### src/rtl/bram_flush_sequencer.sv
// -----------------------------------------------------------------------------
// bram_flush_sequencer
//
// Purpose:
//   This block drives the flush of a BRAM tile. On request it takes over the
//   BRAM write port and writes FILL_VALUE to addresses 0..DEPTH-1, then pulses
//   flush_done. When no flush is running it passes the user write port through
//   to the BRAM with one register stage.
//
// Optional feature (compile-time macro):
//   BRAM_FLUSH_VERIFY_EN - adds a VERIFY pass after the write walk. VERIFY
//   reads back every flushed word and flags any word that differs from
//   FILL_VALUE on flush_error_o. It also adds bram_ren_o, bram_rdata_i and
//   flush_error_o. The default build (macro undefined) has none of these.
//
// Ports:
//   clk_i          fabric clock, rising edge
//   reset_i        synchronous, active-high reset
//   flush_req_i    level request, sampled only while idle
//   flush_hold_i   pauses the flush address walk while high
//   flush_busy_o   high while a flush is in progress (including the done cycle)
//   flush_done_o   one-cycle completion pulse
//   user_wen_i     user write enable
//   user_addr_i    user write address
//   user_wdata_i   user write data
//   user_stall_o   flush_req_i | flush_busy_o; user writes offered while this
//                  is high are dropped
//   bram_wen_o     registered BRAM write enable
//   bram_addr_o    registered BRAM address
//   bram_wdata_o   registered BRAM write data
//   bram_ren_o     (verify build) registered BRAM read enable
//   bram_rdata_i   (verify build) BRAM read data, valid one cycle after bram_ren_o
//   flush_error_o  (verify build) sticky read-back mismatch flag
//
// Timing:
//   The bram_* outputs are registered. Decisions (including the effect of
//   flush_hold_i) are taken from inputs sampled at a rising edge and become
//   visible on the outputs right after that edge. With flush_hold_i low, the
//   flush shows DEPTH consecutive write cycles starting the cycle after
//   flush_req_i is sampled, followed by one done cycle.
// -----------------------------------------------------------------------------
module bram_flush_sequencer #(
  parameter int                    ADDR_WIDTH = 10,
  parameter int                    DATA_WIDTH = 32,
  parameter int                    DEPTH      = 1024,
  parameter logic [DATA_WIDTH-1:0] FILL_VALUE = '0
) (
  input  logic                  clk_i,
  input  logic                  reset_i,
  input  logic                  flush_req_i,
  input  logic                  flush_hold_i,
  output logic                  flush_busy_o,
  output logic                  flush_done_o,
  input  logic                  user_wen_i,
  input  logic [ADDR_WIDTH-1:0] user_addr_i,
  input  logic [DATA_WIDTH-1:0] user_wdata_i,
  output logic                  user_stall_o,
  output logic                  bram_wen_o,
  output logic [ADDR_WIDTH-1:0] bram_addr_o,
  output logic [DATA_WIDTH-1:0] bram_wdata_o
`ifdef BRAM_FLUSH_VERIFY_EN
  ,
  output logic                  bram_ren_o,
  input  logic [DATA_WIDTH-1:0] bram_rdata_i,
  output logic                  flush_error_o
`endif
);

  // The counter holds the number of addresses already issued, so it needs one
  // extra bit to represent DEPTH itself when DEPTH == 2**ADDR_WIDTH.
  localparam int               CNT_W   = ADDR_WIDTH + 1;
  localparam logic [CNT_W-1:0] DEPTH_C = CNT_W'(DEPTH);
  localparam logic [CNT_W-1:0] ONE_C   = CNT_W'(1);

  // WRITE stays entered while the last issued write is on the outputs; the
  // walk is finished once the counter has reached DEPTH.
  typedef enum logic [1:0] {
    IDLE  = 2'd0,
    WRITE = 2'd1,
    DONE  = 2'd2
`ifdef BRAM_FLUSH_VERIFY_EN
    ,
    VERIFY = 2'd3
`endif
  } state_e;

  state_e                  state_q, state_d;
  logic [CNT_W-1:0]        cnt_q, cnt_d;
  logic                    bram_wen_q, bram_wen_d;
  logic [ADDR_WIDTH-1:0]   bram_addr_q, bram_addr_d;
  logic [DATA_WIDTH-1:0]   bram_wdata_q, bram_wdata_d;
  logic                    writeStep;

`ifdef BRAM_FLUSH_VERIFY_EN
  logic                    bram_ren_q, bram_ren_d;
  logic                    rvalid_q;
  logic                    error_q, error_d;
  logic                    readStep;
`endif

  // Next-state logic. writeStep (and readStep in the verify build) marks a
  // cycle in which the walk may issue the next address; flush_hold_i turns
  // that cycle into a bubble without advancing the counter, so addresses are
  // never skipped or repeated.
  always_comb begin
    state_d      = state_q;
    cnt_d        = cnt_q;
    bram_wen_d   = 1'b0;
    bram_addr_d  = bram_addr_q;
    bram_wdata_d = bram_wdata_q;
    writeStep    = 1'b0;
`ifdef BRAM_FLUSH_VERIFY_EN
    bram_ren_d   = 1'b0;
    error_d      = error_q;
    readStep     = 1'b0;
    // Read data returns the cycle after the read was presented.
    if (rvalid_q && (bram_rdata_i != FILL_VALUE)) begin
      error_d = 1'b1;
    end
`endif

    case (state_q)
      IDLE: begin
        if (flush_req_i) begin
          // The user write offered this cycle is dropped; the flush walk
          // issues address 0 straight away.
          state_d   = WRITE;
          cnt_d     = '0;
          writeStep = 1'b1;
`ifdef BRAM_FLUSH_VERIFY_EN
          error_d   = 1'b0;
`endif
        end else begin
          bram_wen_d   = user_wen_i;
          bram_addr_d  = user_addr_i;
          bram_wdata_d = user_wdata_i;
        end
      end

      WRITE: begin
        if (cnt_q == DEPTH_C) begin
`ifdef BRAM_FLUSH_VERIFY_EN
          state_d  = VERIFY;
          cnt_d    = '0;
          readStep = 1'b1;
`else
          state_d  = DONE;
`endif
        end else begin
          writeStep = 1'b1;
        end
      end

`ifdef BRAM_FLUSH_VERIFY_EN
      VERIFY: begin
        // Once every read has been issued, wait for the last read to be
        // returned (ren no longer on the outputs) before finishing.
        if (cnt_q == DEPTH_C) begin
          if (!bram_ren_q) begin
            state_d = DONE;
          end
        end else begin
          readStep = 1'b1;
        end
      end
`endif

      DONE: begin
        state_d = IDLE;
      end

      default: begin
        state_d = IDLE;
      end
    endcase

    if (writeStep && !flush_hold_i) begin
      bram_wen_d   = 1'b1;
      bram_addr_d  = cnt_d[ADDR_WIDTH-1:0];
      bram_wdata_d = FILL_VALUE;
      cnt_d        = cnt_d + ONE_C;
    end

`ifdef BRAM_FLUSH_VERIFY_EN
    if (readStep && !flush_hold_i) begin
      bram_ren_d  = 1'b1;
      bram_addr_d = cnt_d[ADDR_WIDTH-1:0];
      cnt_d       = cnt_d + ONE_C;
    end
`endif
  end

  // State, counter and BRAM port registers; reset wins over everything.
  always_ff @(posedge clk_i) begin
    if (reset_i) begin
      state_q      <= IDLE;
      cnt_q        <= '0;
      bram_wen_q   <= 1'b0;
      bram_addr_q  <= '0;
      bram_wdata_q <= '0;
    end else begin
      state_q      <= state_d;
      cnt_q        <= cnt_d;
      bram_wen_q   <= bram_wen_d;
      bram_addr_q  <= bram_addr_d;
      bram_wdata_q <= bram_wdata_d;
    end
  end

`ifdef BRAM_FLUSH_VERIFY_EN
  // Read-back tracking: rvalid_q marks the cycle the BRAM returns a word.
  always_ff @(posedge clk_i) begin
    if (reset_i) begin
      bram_ren_q <= 1'b0;
      rvalid_q   <= 1'b0;
      error_q    <= 1'b0;
    end else begin
      bram_ren_q <= bram_ren_d;
      rvalid_q   <= bram_ren_q;
      error_q    <= error_d;
    end
  end

  assign bram_ren_o    = bram_ren_q;
  assign flush_error_o = error_q;
`endif

  assign flush_busy_o = (state_q != IDLE);
  assign flush_done_o = (state_q == DONE);
  assign user_stall_o = flush_req_i | flush_busy_o;
  assign bram_wen_o   = bram_wen_q;
  assign bram_addr_o  = bram_addr_q;
  assign bram_wdata_o = bram_wdata_q;

endmodule

### config.mk
export PLATFORM = sky130hd
export DESIGN_NAME = bram_flush_sequencer
export DESIGN_NICKNAME = d
export VERILOG_FILES = /design/src/rtl/bram_flush_sequencer.sv
export SDC_FILE = /design/constraint.sdc
export NUM_CORES = 1
export LEC_CHECK = 0
export BUFFER_PORTS_ARGS = -buffer_cell sky130_fd_sc_hd__buf_4
export CORE_ASPECT_RATIO = 0.5
export CORE_MARGIN = 2
export CORE_UTILIZATION = 43
export DETAILED_ROUTE_END_ITERATION = 6
export PLACE_DENSITY = 0.72
export SLEW_MARGIN = 30
export SYNTH_ARGS = -nofsm -noshare
export SYNTH_HDL_FRONTEND = slang
export SYNTH_SLANG_ARGS = --single-unit
### constraint.sdc
create_clock -name clk_i -period 3.1 [get_ports clk_i]
set_input_delay 0.31 -clock clk_i [delete_from_list [all_inputs] [get_ports clk_i]]
set_output_delay 0.31 -clock clk_i [all_outputs]
set_load 0.005 [all_outputs]
# After elaboration in Yosys (flattened, before gate mapping)
# Cells that the tools add are included.
# op_classes
add_sub_neg,1
mul,0
n_div,0
n_lt_le_gt_ge,0
eq_ne,6
shift,0
n_mux,15
bitwise_logic,2
n_reduce_logical,9
# op_table
operator,n
2-to-1 mux 11 bit,3
2-to-1 mux 10 bit,3
adder 11 x 1 -> 11 bit (second input constant),1
equality test 11 bit (second input constant),1
AND reduction 2 bit,3
2-to-1 mux 1 bit,5
2-to-1 mux 2 bit,2
inequality test 2 bit (second input constant),2
one-hot mux 2 bit (2 select lines),1
nonzero test 2 bit,2
equality test 2 x 1 -> 1 bit (second input constant),1
equality test 2 bit (second input constant),1
logical NOT 2 bit,1
inequality test 2 x 1 -> 1 bit (second input constant),1
one-hot mux 1 bit (2 select lines),1
OR reduction 2 bit,1
logical AND 1 bit,1
logical NOT 1 bit,1
inverter 1 bit,1
bitwise OR 1 bit,1
# word_totals
register_bits,56
latchBits,0
ram_bits,0
rom_bits,0
in_bits,47
out_inout_bits,46
word_cells,38
memories,0

# Depth between registers and ports, before layout
# logic_depth
ltp_word,6
ltp_mapped,8
mapped_depth_nobuf,7

# Least setup slack after synthesis
# OpenSTA, ideal clock, no wires.
# synth_path
path_type,register to register
startpoint,register state_q[0]
endpoint,register cnt_q[10]
setup_ns,0.101
t_arrival_ns,1.738
t_required_ns,2.999
path_slack_ns,1.261
stages_incl_launch_ff,9
n_path_buf,1
synth_period_minus_slack_ns,1.839
path_cell_list,dfxtp_1 > or3b_1 > buf_6 > and2_2 > ha_1 > and3_1 > nand4_1 > o311ai_0 > o41ai_1
# synth_via
elab_chain_len,4
word_cells_on_any_way,7
cone_classes,add/sub (1); eq/ne (1); mux (3); reduce/logical (2)
# synth_lines
element,line_no,source
from (decl),87,"state_e state_q, state_d;"
from (signal assigned),202,state_q <= state_d;
logical NOT 2 bit / equality test 2 x 1 -> 1 bit (equally long branches),122,case (state_q)
2-to-1 mux 11 bit / one-hot mux 1 bit (2 select lines) (equally long branches),122,
adder 11 x 1 -> 11 bit / logical AND 1 bit (equally long branches),"181, 177",
2-to-1 mux 11 bit (*),177,if (writeStep && !flush_hold_i) begin
to (signal assigned),203,cnt_q <= cnt_d;
to (decl),88,"logic [CNT_W-1:0] cnt_q, cnt_d;"
# Mark *: on every way between the ends. The rest lies on a longest branch, timed or not.
# A chain may end at the register's enable or synchronous reset.

# Worst setup path after layout
# layout_path
startpoint,register state_q[1]
endpoint,register cnt_q[10]
# The elaborated chain is that of the path after synthesis.

==> results <==
- The worst hold path begins at user_wdata_i[21].
- After clock tree synthesis, the clock-pin slew on the worst setup and hold paths is 0.10 ns.
- The final critical-path required period is 2.40 ns.
- Gates resized during post-CTS repair numbered 0.
- The largest total area in the synthesized netlist belongs to dfxtp_1.
- The highest clock frequency the design can meet is 0.417 GHz.
- The worst setup path is captured at a flop.
- Of the available clock period, the critical path in the final layout requires 0.774.
- STA classifies the critical path startpoint as a flop.
- The class of the most critical hold timing path is in -> reg.
- The count of H-tree levels built during CTS is 2.
- nand2_1 is the most common cell in the netlist.
- The via total after detailed routing is 2209.
- The tool flagged a number of max-cap violations equal to 0.
- The number of hold buffers added after cts is 0.
- The number of nets handed over by synthesis was 323.
- Post-CTS timing repair inserted 0 buffers for setup.
- The worst-case IR drop observed on VDD is 0.000226 V.
- From synthesis to final layout, the design area changed by 36.6%.
- After routing, the total negative slack on setup checks comes to 0 ns.
- The reg-to-reg critical path endpoint is cnt_q[10]$_SDFF_PP0_.
- The slowest stage of the critical path belongs to the cell dfxtp_1.
- Of the post-synthesis cell area, the dominant cell type holds 0.493.
- 0 antenna diodes ended up in the layout.
- The worst register-to-register path begins at state_q[1]$_SDFFE_PP0P_.
- The first global-routing pass estimated 9380 µm of wire.
- The clock reaches the later pin of the worst-skew pair after 0.31 ns.
- The number of pins with negative max-slew slack in the final report is 0.
- In the routed design, unresolved DRC markers number 0.
- The average cell area after synthesis is 8.28 µm².
- For this design the static power due to leakage is 1.32 nW.
- The floorplan step defined a core boundary enclosing 5020 µm².
- The wire-length estimate of the detail-placed layout is 4190 µm.
- Entering global routing, the biggest net connects 44 pins.
- Setup repair after global routing left no endpoint under its margin.
- The clock tree from TritonCTS is done.
- The root cell of the clock tree is clkbuf_8.
- Dividing total power by cell area gives a power density of 467 nW/µm².
- Walking the worst path, the cells encountered are or3b_1 > and2_2 > ha_1 > and3_1 > nand4_1 > o311ai_0 > o41ai_1.
- The number of distinct library cell variants in the gate-level netlist after synthesis is 44.
- The via count of the first global-routing pass is 2025.
- In the post-synthesis netlist, the biggest area contributors are dfxtp_1 (49%), nand2_1 (14%), a21oi_1 (8.6%), a22oi_1 (1.6%), xor2_1 (1.5%).
- The delay contributed by the slowest stage of the critical path is 0.57 ns.
- The final hold slack is 0.236 ns.
- The number of flops mapped to enable cells by yosys is 0.
- The full die area is 5930 µm².
- The total overflow left after global routing is 0.
- The total power is 1.45 mW.
- The data arrival time at the worst-slack endpoint is 2.59 ns.
- The routed design has 5880 µm of wire.
- The initial core utilization is 0.453.
- The total number of placement rows is 18.
- At the pin with the least slew margin, the transition time is 0.808 ns.
- The first TritonRoute pass finished after 5 iterations.
- The routed wire length on met2 is 2750 µm.
- For this run, the register share of the synthesized area comes to 0.493.
- The largest delay contributor family on the critical path is simple AND/OR/NAND/NOR gates.
- In the global route stage, overall resource usage came out at 0.197.
- The count of buffers added on input and output ports is 92.
- The die is 107 µm wide.
- The initial antenna violation count was 0.
- TritonCTS created 5 clock buffers.
- After detailed routing, the average wire length per cell comes to 13.6 µm.
- Once detail routing completed, the nets flagged for antenna violations numbered 0.
- After the first detailed-routing iteration, the DRC count stood at 92.
- The clock skew after layout is 0.00763 ns.
- The post-synthesis instance area is 2280 µm².
- The detailed-route vias per instance is 5.11.
- The vertical die dimension is 55.4 µm.
- The clock passes through at most 2 buffers.
- Of the cells placed in the final design, the portion with a size suffix greater than 1 is 0.309.
- By count the netlist is led by nand2_1 (84), dfxtp_1 (56), a21oi_1 (39).
- The share of synthesized registers carrying an async set or reset is 0.
- The routed design uses 355 µm of met3 wire.
- The critical path in this run is classified as reg -> reg.
- The terminating pin of the worst hold path is bram_wdata_o[21]$_SDFFE_PP0P_.
- The congestion estimate from routability-driven global placement came to 0.861.
- The number of warnings printed during yosys synthesis is 0.
- The clock sink count is 56.
- After detailed routing, no signal wire sits above met4.
- The worst hold path depth is 3.
- After synthesis the netlist holds a flip-flop and latch count of 56.
- The finished layout holds 432 standard cells, fillers aside.
- The largest fanout of any net on the critical path is 11.
- STA puts the critical path data required time at 3.29 ns.
- Setup violations remaining at the end of the flow were counted as 0.
- The worst pin sits at a relative slew slack of 0.460.
- The count of final hold-check violations is 0.
- The I/O pin count is 93.
- In this run the number of cells on the critical path is 7.
- The setup check on the worst reg-to-reg path leaves a slack of 0.70 ns.
- The flow ran to the end, and the final reports show no timing, DRC or antenna violations.
- The count of mapped cells out of synthesis is 275.
- The instance count after placement with tap cells included is 424.
- The number of cells on the worst reg-to-reg path is 7.
- The routed metal-1 wire length is 2720 µm.
- The buffers plus inverters on the worst setup path is 0.
- The main flop type after synthesis is dfxtp_1.
- The net count of the finished layout is 409.
[registers in the layout (all words and copies together), names as in the netlist]
signal / cells
bram_wdata_o: 32
cnt_q: 11
bram_addr_o: 10
state_q: 2
bram_wen_o: 1
[stage by stage]
stage / setup WS (ns) / area, µm² / util
final: 0.700 / 3110 / 0.619
after global routing: 0.505 / 3110 / 0.619
after CTS: 0.727 / 3110 / 0.619
after detailed placement: 0.757 / 3000 / 0.597
after global placement: 0.916 / 3000 / 0.597
after floorplan: 1.26 / 2280 / -
[how the worst max path moves through the flow]
stage                                       start              endpoint  slack (ns)
after detailed placement  state_q[1]$_SDFFE_PP0P_   cnt_q[8]$_SDFF_PP0_        0.76
after global placement    state_q[1]$_SDFFE_PP0P_  cnt_q[10]$_SDFF_PP0_        0.92
after global routing      state_q[1]$_SDFFE_PP0P_  cnt_q[10]$_SDFF_PP0_        0.51
final                     state_q[1]$_SDFFE_PP0P_  cnt_q[10]$_SDFF_PP0_        0.70
after CTS                 state_q[1]$_SDFFE_PP0P_   cnt_q[8]$_SDFF_PP0_        0.73
after floorplan           state_q[0]$_SDFFE_PP0P_  cnt_q[10]$_SDFF_PP0_        1.26
[area by class of cell]
cell class                 instances  area, µm²
fill                             465       1910
sequential                        56       1120
multi-input combinational        200       1060
timing repair buffer              95        713
tap                               70       87.6
clock buffer                       5       68.8
clock inverter                     3       42.5
inverter                           3       11.3
[power by group]
part           internal [mW]  switching (mW)  leakage, nW  total [mW]
Sequential             0.749          0.0181        0.456       0.767
Clock                  0.239           0.238       0.0541       0.477
Combinational          0.106           0.101        0.807       0.208
Total                   1.09           0.357         1.32        1.45
[tightest hold or removal path, delay by kind of cell]
family	cells	cell delay, ns
buffers and inverters	1	0.11
AND/OR/NAND/NOR	1	0.05
AO/OA/AOI/OAI	1	0.05
[placed cells by master, fill, tap and decap left out, types with 3 or more instances in the layout]
| master | netlist | routed |
|---|---|---|
| nand4_1 | 5 | 5 |
| dfxtp_1 | 56 | 56 |
| a22oi_1 | 5 | 5 |
| nand2_1 | 84 | 84 |
| o21ai_0 | 4 | 4 |
| clkbuf_8 | 0 | 5 |
| nor3_1 | 3 | 3 |
| buf_4 | 4 | 95 |
| nand3_1 | 3 | 3 |
| xor2_1 | 4 | 4 |
| inv_1 | 3 | 3 |
| nor2_1 | 9 | 9 |
| o22ai_1 | 5 | 5 |
| a221oi_1 | 3 | 3 |
| a21oi_1 | 39 | 39 |
| or3_1 | 3 | 3 |
[routing by layer]
| metal | global-route usage | vias to the layer above |
|---|---|---|
| met5 | 0 | - |
| met4 | 0.0501 | 0 |
| met3 | 0.0401 | 5 |
| met2 | 0.343 | 81 |
| met1 | 0.250 | 999 |
| li1 | - | 1124 |
[cell families (layout without fill, tap and decap cells)]
group / count (synthesis) / in the layout / synth area share
flip-flops: 56 / 56 / 0.493
adder cells (fa/ha/maj): 1 / 1 / 0.00550
AND/OR/NAND/NOR: 127 / 127 / 0.260
buffers and inverters: 19 / 106 / 0.0429
multiplexers: 3 / 3 / 0.0137
XOR/XNOR: 5 / 5 / 0.0192
AO/OA/AOI/OAI: 64 / 64 / 0.166
Note: power is estimated with default switching activity, not from simulation.
